### src/rtl/tlb_walker.sv
// tlb_walker: virtual-to-physical translation through a small
// fully-associative TLB. On a miss the block walks a single-level page
// table over a request/acknowledge port, then returns a one-cycle response.
//
// Ports:
//   Clock, Resetn        clock (rising edge), async active-high reset
//   req_valid/_vaddr/_write, req_ready   translation request handshake
//   flush                invalidate every TLB entry
//   rsp_valid/_paddr/_fault              one-cycle response pulse
//   pt_rd, pt_addr, pt_ack, pt_data      page-table read port
//   hit_count, miss_count                statistics
//
// Optional feature: define TLB_STATS_EN to build the saturating hit/miss
// counters; otherwise both statistics ports are tied to zero.
module tlb_walker #(
  parameter int unsigned ENTRIES = 4,
  parameter logic [15:0] PTBR    = 16'h0100
) (
  input  logic        Clock,
  input  logic        Resetn,
  input  logic        req_valid,
  input  logic [15:0] req_vaddr,
  input  logic        req_write,
  output logic        req_ready,
  input  logic        flush,
  output logic        rsp_valid,
  output logic [15:0] rsp_paddr,
  output logic        rsp_fault,
  output logic        pt_rd,
  output logic [15:0] pt_addr,
  input  logic        pt_ack,
  input  logic [15:0] pt_data,
  output logic [15:0] hit_count,
  output logic [15:0] miss_count
);

  localparam int unsigned PW = (ENTRIES > 1) ? $clog2(ENTRIES) : 1;

  typedef enum logic [1:0] {S_IDLE, S_LOOKUP, S_WALK, S_RESP} state_e;

  state_e             state_q;
  logic [ENTRIES-1:0] valid_q;
  logic [ENTRIES-1:0] wr_q;
  logic [7:0]         vpn_q [ENTRIES];
  logic [7:0]         ppn_q [ENTRIES];
  logic [15:0]        vaddr_q;
  logic               write_q;
  logic [PW-1:0]      ptr_q;
  logic [PW-1:0]      ptr_d;
  logic               rsp_valid_q;
  logic [15:0]        rsp_paddr_q;
  logic               rsp_fault_q;
  logic               pt_rd_q;
  logic [15:0]        pt_addr_q;

  logic               hit;
  logic [PW-1:0]      hit_idx;
  logic               lookup_hit;
  logic               hit_fault;
  logic               walk_fault;
  logic [PW-1:0]      victim;
  logic               victim_free;

  // PTE bits [13:8] carry no meaning for this block.
  logic unused_pte_bits;
  assign unused_pte_bits = ^pt_data[13:8];

  assign req_ready  = (state_q == S_IDLE);
  assign rsp_valid  = rsp_valid_q;
  assign rsp_paddr  = rsp_paddr_q;
  assign rsp_fault  = rsp_fault_q;
  assign pt_rd      = pt_rd_q;
  assign pt_addr    = pt_addr_q;

  always_comb begin
    hit     = 1'b0;
    hit_idx = '0;
    for (int unsigned i = 0; i < ENTRIES; i++) begin
      if (valid_q[i] && (vpn_q[i] == vaddr_q[15:8])) begin
        hit     = 1'b1;
        hit_idx = PW'(i);
      end
    end
  end

  // Lowest-index free entry wins; the round-robin pointer only serves a full TLB.
  always_comb begin
    victim      = ptr_q;
    victim_free = 1'b0;
    for (int unsigned i = 0; i < ENTRIES; i++) begin
      if (!valid_q[i] && !victim_free) begin
        victim      = PW'(i);
        victim_free = 1'b1;
      end
    end
  end

  assign ptr_d      = (ptr_q == PW'(ENTRIES - 1)) ? '0 : ptr_q + 1'b1;
  // A flush sampled during LOOKUP turns a would-be hit into a miss.
  assign lookup_hit = hit & ~flush;
  assign hit_fault  = write_q & ~wr_q[hit_idx];
  assign walk_fault = ~pt_data[15] | (write_q & ~pt_data[14]);

  always_ff @(posedge Clock or posedge Resetn) begin
    if (Resetn) begin
      state_q     <= S_IDLE;
      valid_q     <= '0;
      wr_q        <= '0;
      vaddr_q     <= '0;
      write_q     <= 1'b0;
      ptr_q       <= '0;
      rsp_valid_q <= 1'b0;
      rsp_paddr_q <= '0;
      rsp_fault_q <= 1'b0;
      pt_rd_q     <= 1'b0;
      pt_addr_q   <= '0;
      for (int unsigned i = 0; i < ENTRIES; i++) begin
        vpn_q[i] <= '0;
        ppn_q[i] <= '0;
      end
    end else begin
      case (state_q)
        S_IDLE: begin
          if (req_valid) begin
            vaddr_q <= req_vaddr;
            write_q <= req_write;
            state_q <= S_LOOKUP;
          end
        end
        S_LOOKUP: begin
          if (lookup_hit) begin
            rsp_valid_q <= 1'b1;
            rsp_fault_q <= hit_fault;
            rsp_paddr_q <= hit_fault ? '0 : {ppn_q[hit_idx], vaddr_q[7:0]};
            state_q     <= S_RESP;
          end else begin
            pt_rd_q   <= 1'b1;
            pt_addr_q <= PTBR + {8'h00, vaddr_q[15:8]};
            state_q   <= S_WALK;
          end
        end
        S_WALK: begin
          if (pt_ack) begin
            pt_rd_q     <= 1'b0;
            rsp_valid_q <= 1'b1;
            rsp_fault_q <= walk_fault;
            rsp_paddr_q <= walk_fault ? '0 : {pt_data[7:0], vaddr_q[7:0]};
            state_q     <= S_RESP;
            // Write-protected PTEs are still cached; a coincident flush suppresses the fill.
            if (pt_data[15] && !flush) begin
              valid_q[victim] <= 1'b1;
              wr_q[victim]    <= pt_data[14];
              vpn_q[victim]   <= vaddr_q[15:8];
              ppn_q[victim]   <= pt_data[7:0];
              if (!victim_free) begin
                ptr_q <= ptr_d;
              end
            end
          end
        end
        S_RESP: begin
          rsp_valid_q <= 1'b0;
          state_q     <= S_IDLE;
        end
        default: state_q <= S_IDLE;
      endcase
      if (flush) begin
        valid_q <= '0;
      end
    end
  end

`ifdef TLB_STATS_EN
  logic [15:0] hit_cnt_q;
  logic [15:0] miss_cnt_q;

  always_ff @(posedge Clock or posedge Resetn) begin
    if (Resetn) begin
      hit_cnt_q  <= '0;
      miss_cnt_q <= '0;
    end else if (state_q == S_LOOKUP) begin
      if (lookup_hit) begin
        if (hit_cnt_q != '1) hit_cnt_q <= hit_cnt_q + 16'd1;
      end else begin
        if (miss_cnt_q != '1) miss_cnt_q <= miss_cnt_q + 16'd1;
      end
    end
  end

  assign hit_count  = hit_cnt_q;
  assign miss_count = miss_cnt_q;
`else
  assign hit_count  = '0;
  assign miss_count = '0;
`endif

endmodule
### config.mk
export PLATFORM = sky130hd
export DESIGN_NAME = tlb_walker
export DESIGN_NICKNAME = d
export VERILOG_FILES = /design/src/rtl/tlb_walker.sv
export SDC_FILE = /design/constraint.sdc
export NUM_CORES = 1
export LEC_CHECK = 0
export CAP_MARGIN = 20
export CORE_ASPECT_RATIO = 0.8
export CORE_MARGIN = 2
export CORE_UTILIZATION = 45
export DETAILED_ROUTE_END_ITERATION = 8
export GPL_TIMING_DRIVEN = 1
export PLACE_DENSITY_LB_ADDON = 0.3
export SLEW_MARGIN = 20
export SYNTH_ARGS = -nofsm -noshare
export SYNTH_HDL_FRONTEND = slang
export SYNTH_SLANG_ARGS = --single-unit
### constraint.sdc
create_clock -name Clock -period 5.22 [get_ports Clock]
set_input_delay 1.044 -clock Clock [delete_from_list [all_inputs] [get_ports Clock]]
set_output_delay 1.044 -clock Clock [all_outputs]
set_load 0.01 [all_outputs]
* Word-level counts from Yosys, hierarchy flattened
Index checks and enable logic that the tools add are counted.
** Operators by class
- Mux-type cells :: 50
- Reduce and logical (&&, ||, !) cells :: 31
- Equal/unequal tests :: 12
- $lt $le $gt $ge :: 6
- Bitwise logic cells :: 13
- Add/sub/neg operators :: 2
** Operator list (number)
- bitwise mux 32 bit :: 2
- two-way mux 16 bit :: 4
- == test 8 bit :: 4
- one-hot mux 16 bit (2 select lines) :: 1
- two-way mux 8 bit :: 3
- two-way mux 1 bit :: 18
- two-way mux 2 bit :: 9
- binary-select mux 8 bit (select 2 bit) :: 1
- demux 8 bit (select 2 bit) :: 1
- two-way mux 4 bit :: 4
- AND reduction 3 bit :: 5
- adder 9 x 8 -> 10 bit, first input constant :: 1
- logical AND 1 bit :: 10
- != test 2 bit, second input constant :: 4
- one-hot mux 2 bit (4 select lines) :: 1
- nonzero test 2 bit :: 4
- == test 2 bit, second input constant :: 3
- greater-or-equal comparator 3 bit, second input constant :: 2
- zero test 1 bit :: 6
- < comparator 2 x 3 -> 1 bit, second input constant :: 2
- NOT 1 bit :: 6
- NOT 2 -> 3 bit :: 2
- AND reduction 2 bit :: 3
- bitwise mux 4 bit :: 1
- 14 further kinds :: 17
** Storage, ports and cells
- Output and inout bits :: 68
- Word-level logic and storage cells :: 133
- Flip-flop bits (word level) :: 128

* Depth between registers and ports, before layout
- Depth after elaboration :: 18
- Mapped depth :: 10

* Least setup slack after synthesis
OpenSTA, ideal clock, no wires.
- Kind :: input port to flip-flop
- Start point :: input flush
- End point :: register ppn_q[24] in the netlist's numbering
- Setup slack :: 2.498 ns
- Path buffers :: 2
- Stages :: 7
- Setup time :: 0.125 ns
- Data arrival time :: 2.597 ns
- Data required time :: 5.095 ns
- Path through :: inv_1 nand4_1 nor2b_1 nor2b_1 clkbuf_1 buf_1 mux2_2
** On the way
- Longest elaborated chain between the ends :: 3
** RTL lines
- start: declaration :: line 25 : input logic flush,
- zero test 1 bit :: line 150 : if (pt_data[15] && !flush) begin
- logical AND 1 bit :: line 150
- AND reduction 3 bit (no line)
- end signal: indexed assignment :: line 154 : ppn_q[victim] <= pt_data[7:0];
- end: declaration :: line 45 : logic [7:0] ppn_q [ENTRIES];
Every way passes these cells.
A chain may end at the register's enable or synchronous reset.

* Worst setup path in the final report
- Start point :: register vaddr_q[8]
- End point :: register rsp_paddr_q[7] (netlist: rsp_paddr[7])
** On the way
- Longest elaborated chain between the ends :: 12
- Elaborated cells on any way between the ends :: 25
** RTL lines
- start: declaration :: line 46 : logic [15:0] vaddr_q;
- start signal: assignment :: line 125 : vaddr_q <= req_vaddr;
- == test 8 bit :: line 79 : if (valid_q[i] && (vpn_q[i] == vaddr_q[15:8])) begin
- logical AND 1 bit :: line 79
- two-way mux 1 bit :: line 79
- two-way mux 2 bit (2 in series) :: line 79
- binary-select mux 1 bit (select 2 bit) :: line 101 : assign hit_fault = write_q & ~wr_q[hit_idx];
- two-way mux 1 bit (not written as such) :: line 101
- NOT 1 bit :: line 101
- AND 1 bit :: line 101
- two-way mux 16 bit :: line 134 : rsp_paddr_q <= hit_fault ? '0 : {ppn_q[hit_idx], vaddr_q[7:0]};
- two-way mux 16 bit :: line 131 : if (lookup_hit) begin
- one-hot mux 16 bit (2 select lines) :: line 122 : case (state_q)
- end signal: assignment :: line 134
- end signal: assignment :: line 147 : rsp_paddr_q <= walk_fault ? '0 : {pt_data[7:0], vaddr_q[7:0]};
- end: declaration :: line 51 : logic [15:0] rsp_paddr_q;
Several ways; a longest one is shown, not always the timed one. The select of a mux whose other input is x is not followed.

==> metrics.md <==
| Metric | Value |
|---|---|
| Outcome | `completed` |
| Clock transition at the registers of the reported paths | `0.05 ns` |
| Place WS | `1.56 ns` |
| Buffers added on ports | `60` |
| Worst Path Required | `5.54 ns` |
| Ys async rst share | `1.00` |
| Core box area | `12700 sq um` |
| Crit-path cells | `xnor2_1 > nand2_1 > or3_1 > and3_1 > a31oi_4 > a21boi_4 > o2bb2ai_1` |
| Ports | `106` |
| Fmax | `0.293 GHz` |
| Syn Std Cell Area | `5830 sq um` |
| Synthesis-stage register bit count | `121` |
| Mean Syn Cell Area | `12.1 sq um` |
| RSZ-0062 raised after global routing | `false` |
| Largest net degree at the start of global routing | `79` |
| Worst setup margin | `1.80 ns` |
| Die width | `131 microns` |
| Sequential element share of the synthesized area | `0.520` |
| Fin nets | `585` |
| Worst-margin pin slew | `0.956 ns` |
| Setup Viol. Count Final | `0` |
| Crit end category | `register` |
| Kind of critical path | `register to register` |
| First-pass GRT wire length | `19000 microns` |
| Worst reg-to-reg setup slack | `1.80 ns` |
| Vias | `3672` |
| Layout cells sized above 1 | `0.241` |
| IR drop worst, VDD | `269 uV` |
| CTS H-tree depth | `4` |
| DRC viols | `0` |
| DRT Pass-1 Iters | `5` |
| Tcrit/Tclk final | `0.654` |
| Postcts setup bufs | `0` |
| Clock Tree Buf Depth | `2` |
| Die area | `13900 sq um` |
| Crit. path cell count | `7` |
| Max_cap viols | `0` |
| Clk_lat worst skew | `0.41 ns` |
| Total global routing overflow | `0` |
| # diodes | `0` |
| Layout area overhead | `20.3%` |
| Post-detail-place hpwl | `7790 microns` |
| Crit-path max cell delay | `0.73 ns` |
| Startpoint types | `register` |
| Worst Hold Class | `register to register` |
| Skew final | `0.0104 ns` |
| Fin. max-slew vios | `0` |
| CTS Hold Buffers Added | `0` |
| Critical Path Sink | `rsp_paddr[7]` |
| Clk root buf | `clkbuf_16` |
| DRT antenna net count | `0` |
| Most frequent cells in the layout | `121 x dfrtp_1, 91 x mux2_2, 60 x clkdlybuf4s50_1, 39 x conb_1, 38 x nand2_1` |
| Num Clock Sinks | `121` |
| CTS Buf Count | `17` |
| EDFF count, synth | `0` |
| Synthesis Warnings | `0` |
| Commonest non-fill, non-tap cell in the layout | `dfrtp_1` |
| WL/cell | `16.2 microns` |
| Initial Util | `0.458` |
| Worst Reg2Reg Path Length in Cells | `7` |
| Crit path DAT | `3.74 ns` |
| Worst rel slew slack | `0.363` |
| Crit path from | `vaddr_q[8]` |
| Critical path buffers and inverters | `0` |
| Worst Hold Slack | `0.463 ns` |
| Fin. Hold Viols | `0` |
| Vias in the first global route | `3638` |
| Beginning of the worst register-to-register path | `vaddr_q[8]` |
| Cells after synthesis | `480` |
| Yosys cell types | `44` |
| Via/cell ratio | `5.04` |
| Post_cts resized | `0` |
| Slowest CP cell | `a31oi_4` |
| Die extent in y | `106 microns` |
| R2R Path End | `rsp_paddr[7]` |
| Power Dens Cells | `540 nW/um^2` |
| Clock period minus worst slack | `3.42 ns` |
| WL final | `11800 microns` |
| Setup tns final | `0 ns` |
| Crit path max fanout | `27` |
| Leak pwr | `3.28 nW` |
| Tot GR Track Use | `0.179` |
| Detailed Route Iter0 Violations | `235` |
| Top_reg_cell synth | `dfrtp_1` |
| TritonCTS clock tree | `yes` |
| Layout Utilization | `0.550` |
| Initial antenna violation count | `0` |
| Placer Congestion | `0.751` |
| Rows | `37` |
| CP delay by family, top | `compound AO/OA/AOI/OAI gates` |
| Total power | `3.78 mW` |
per-layer routing:
layer  vias up  part of all wire  GRT usage
met1      1822              0.46      0.238
met4         0             0.013     0.0683
li1       1713                 -          -
met3        14             0.064     0.0548
met2       123              0.46      0.276
met5         -                 0          0
cells by family (layout without fill, tap and decap cells):
| family | count (synthesis) | in the layout | share of synthesized area |
|---|---|---|---|
| other | 1 | 39 | 0.000644 |
| AOI/OAI and AO/OA | 68 | 68 | 0.0872 |
| xor gates and xnor gates | 32 | 32 | 0.0481 |
| DFF | 121 | 121 | 0.520 |
| buffers and inverters | 81 | 116 | 0.0835 |
| adders and majority gates | 5 | 5 | 0.0107 |
| muxes | 91 | 91 | 0.176 |
| and+or+nand+nor | 81 | 81 | 0.0743 |
worst min-delay path by stage:
| stage | to | cells past startpoint | from | slack (ns) |
|---|---|---|---|---|
| 6_report | pt_addr[8] | 1 | pt_addr[8] | 0.46 |
| 5_1_grt | pt_addr[8] | 1 | pt_addr[8] | 0.48 |
| 4_1_cts | pt_addr[8] | 1 | pt_addr[8] | 0.47 |
| 3_5_place_dp | pt_addr[8] | 1 | pt_addr[8] | 0.46 |
| 3_3_place_gp | pt_addr[8] | 1 | pt_addr[8] | 0.45 |
| 2_1_floorplan | wr_q[1] | 2 | wr_q[1] | 0.45 |
where the power goes:
group	internal [mW]	leakage (nW)	switching, mW
logic	0.637	1.44	0.547
registers	1.21	1.56	0.249
clock network	0.745	0.277	0.395
stage by stage:
stage,std cells,area (sq um)
floorplan,518,5970
global placement,698,6430
detailed placement,698,6430
CTS,728,7010
global route,728,7010
finish,728,7010
synthesized netlist by cell type (2+ instances only):
cell type / count / area (sq um)
mux2_2: 91 / 1020
buf_2: 11 / 55.1
clkbuf_1: 5 / 18.8
a21o_1: 10 / 75.1
a21oi_1: 11 / 55.1
o21ai_0: 10 / 50.1
xor2_1: 22 / 193
nand2_1: 38 / 143
nor3_2: 2 / 20.0
nor4_1: 2 / 12.5
a31oi_1: 3 / 18.8
nor2_1: 7 / 26.3
buf_4: 41 / 308
buf_6: 2 / 22.5
nand2b_1: 2 / 12.5
dfrtp_1: 121 / 3030
ha_1: 5 / 62.6
o22ai_1: 8 / 50.1
and3_1: 2 / 12.5
nor2b_1: 5 / 31.3
o22a_1: 8 / 70.1
nand4_1: 4 / 25.0
nand3_1: 2 / 10.0
xnor2_1: 10 / 87.6
o2bb2ai_1: 9 / 78.8
nor3_1: 4 / 20.0
nor3b_1: 8 / 60.1
inv_1: 21 / 78.8
registers in the layout, summed over array words and instances (netlist names), 2 cells and up:
name	count
vaddr_q	16
wr_q	4
ppn_q	32
pt_addr	9
valid_q	4
vpn_q	32
state_q	2
ptr_q	2
rsp_paddr	16
cell type report:
cell class,instances,area [sq um]
fillers,1063,5720
multi-input cells,316,2460
well taps,175,219
clock buffers,23,488
repair buffers,65,638
clock inverters,7,92.6
inverters,21,81.3
flip-flops and latches,121,3030
No activity file was read; power rests on OpenSTA's default activity.
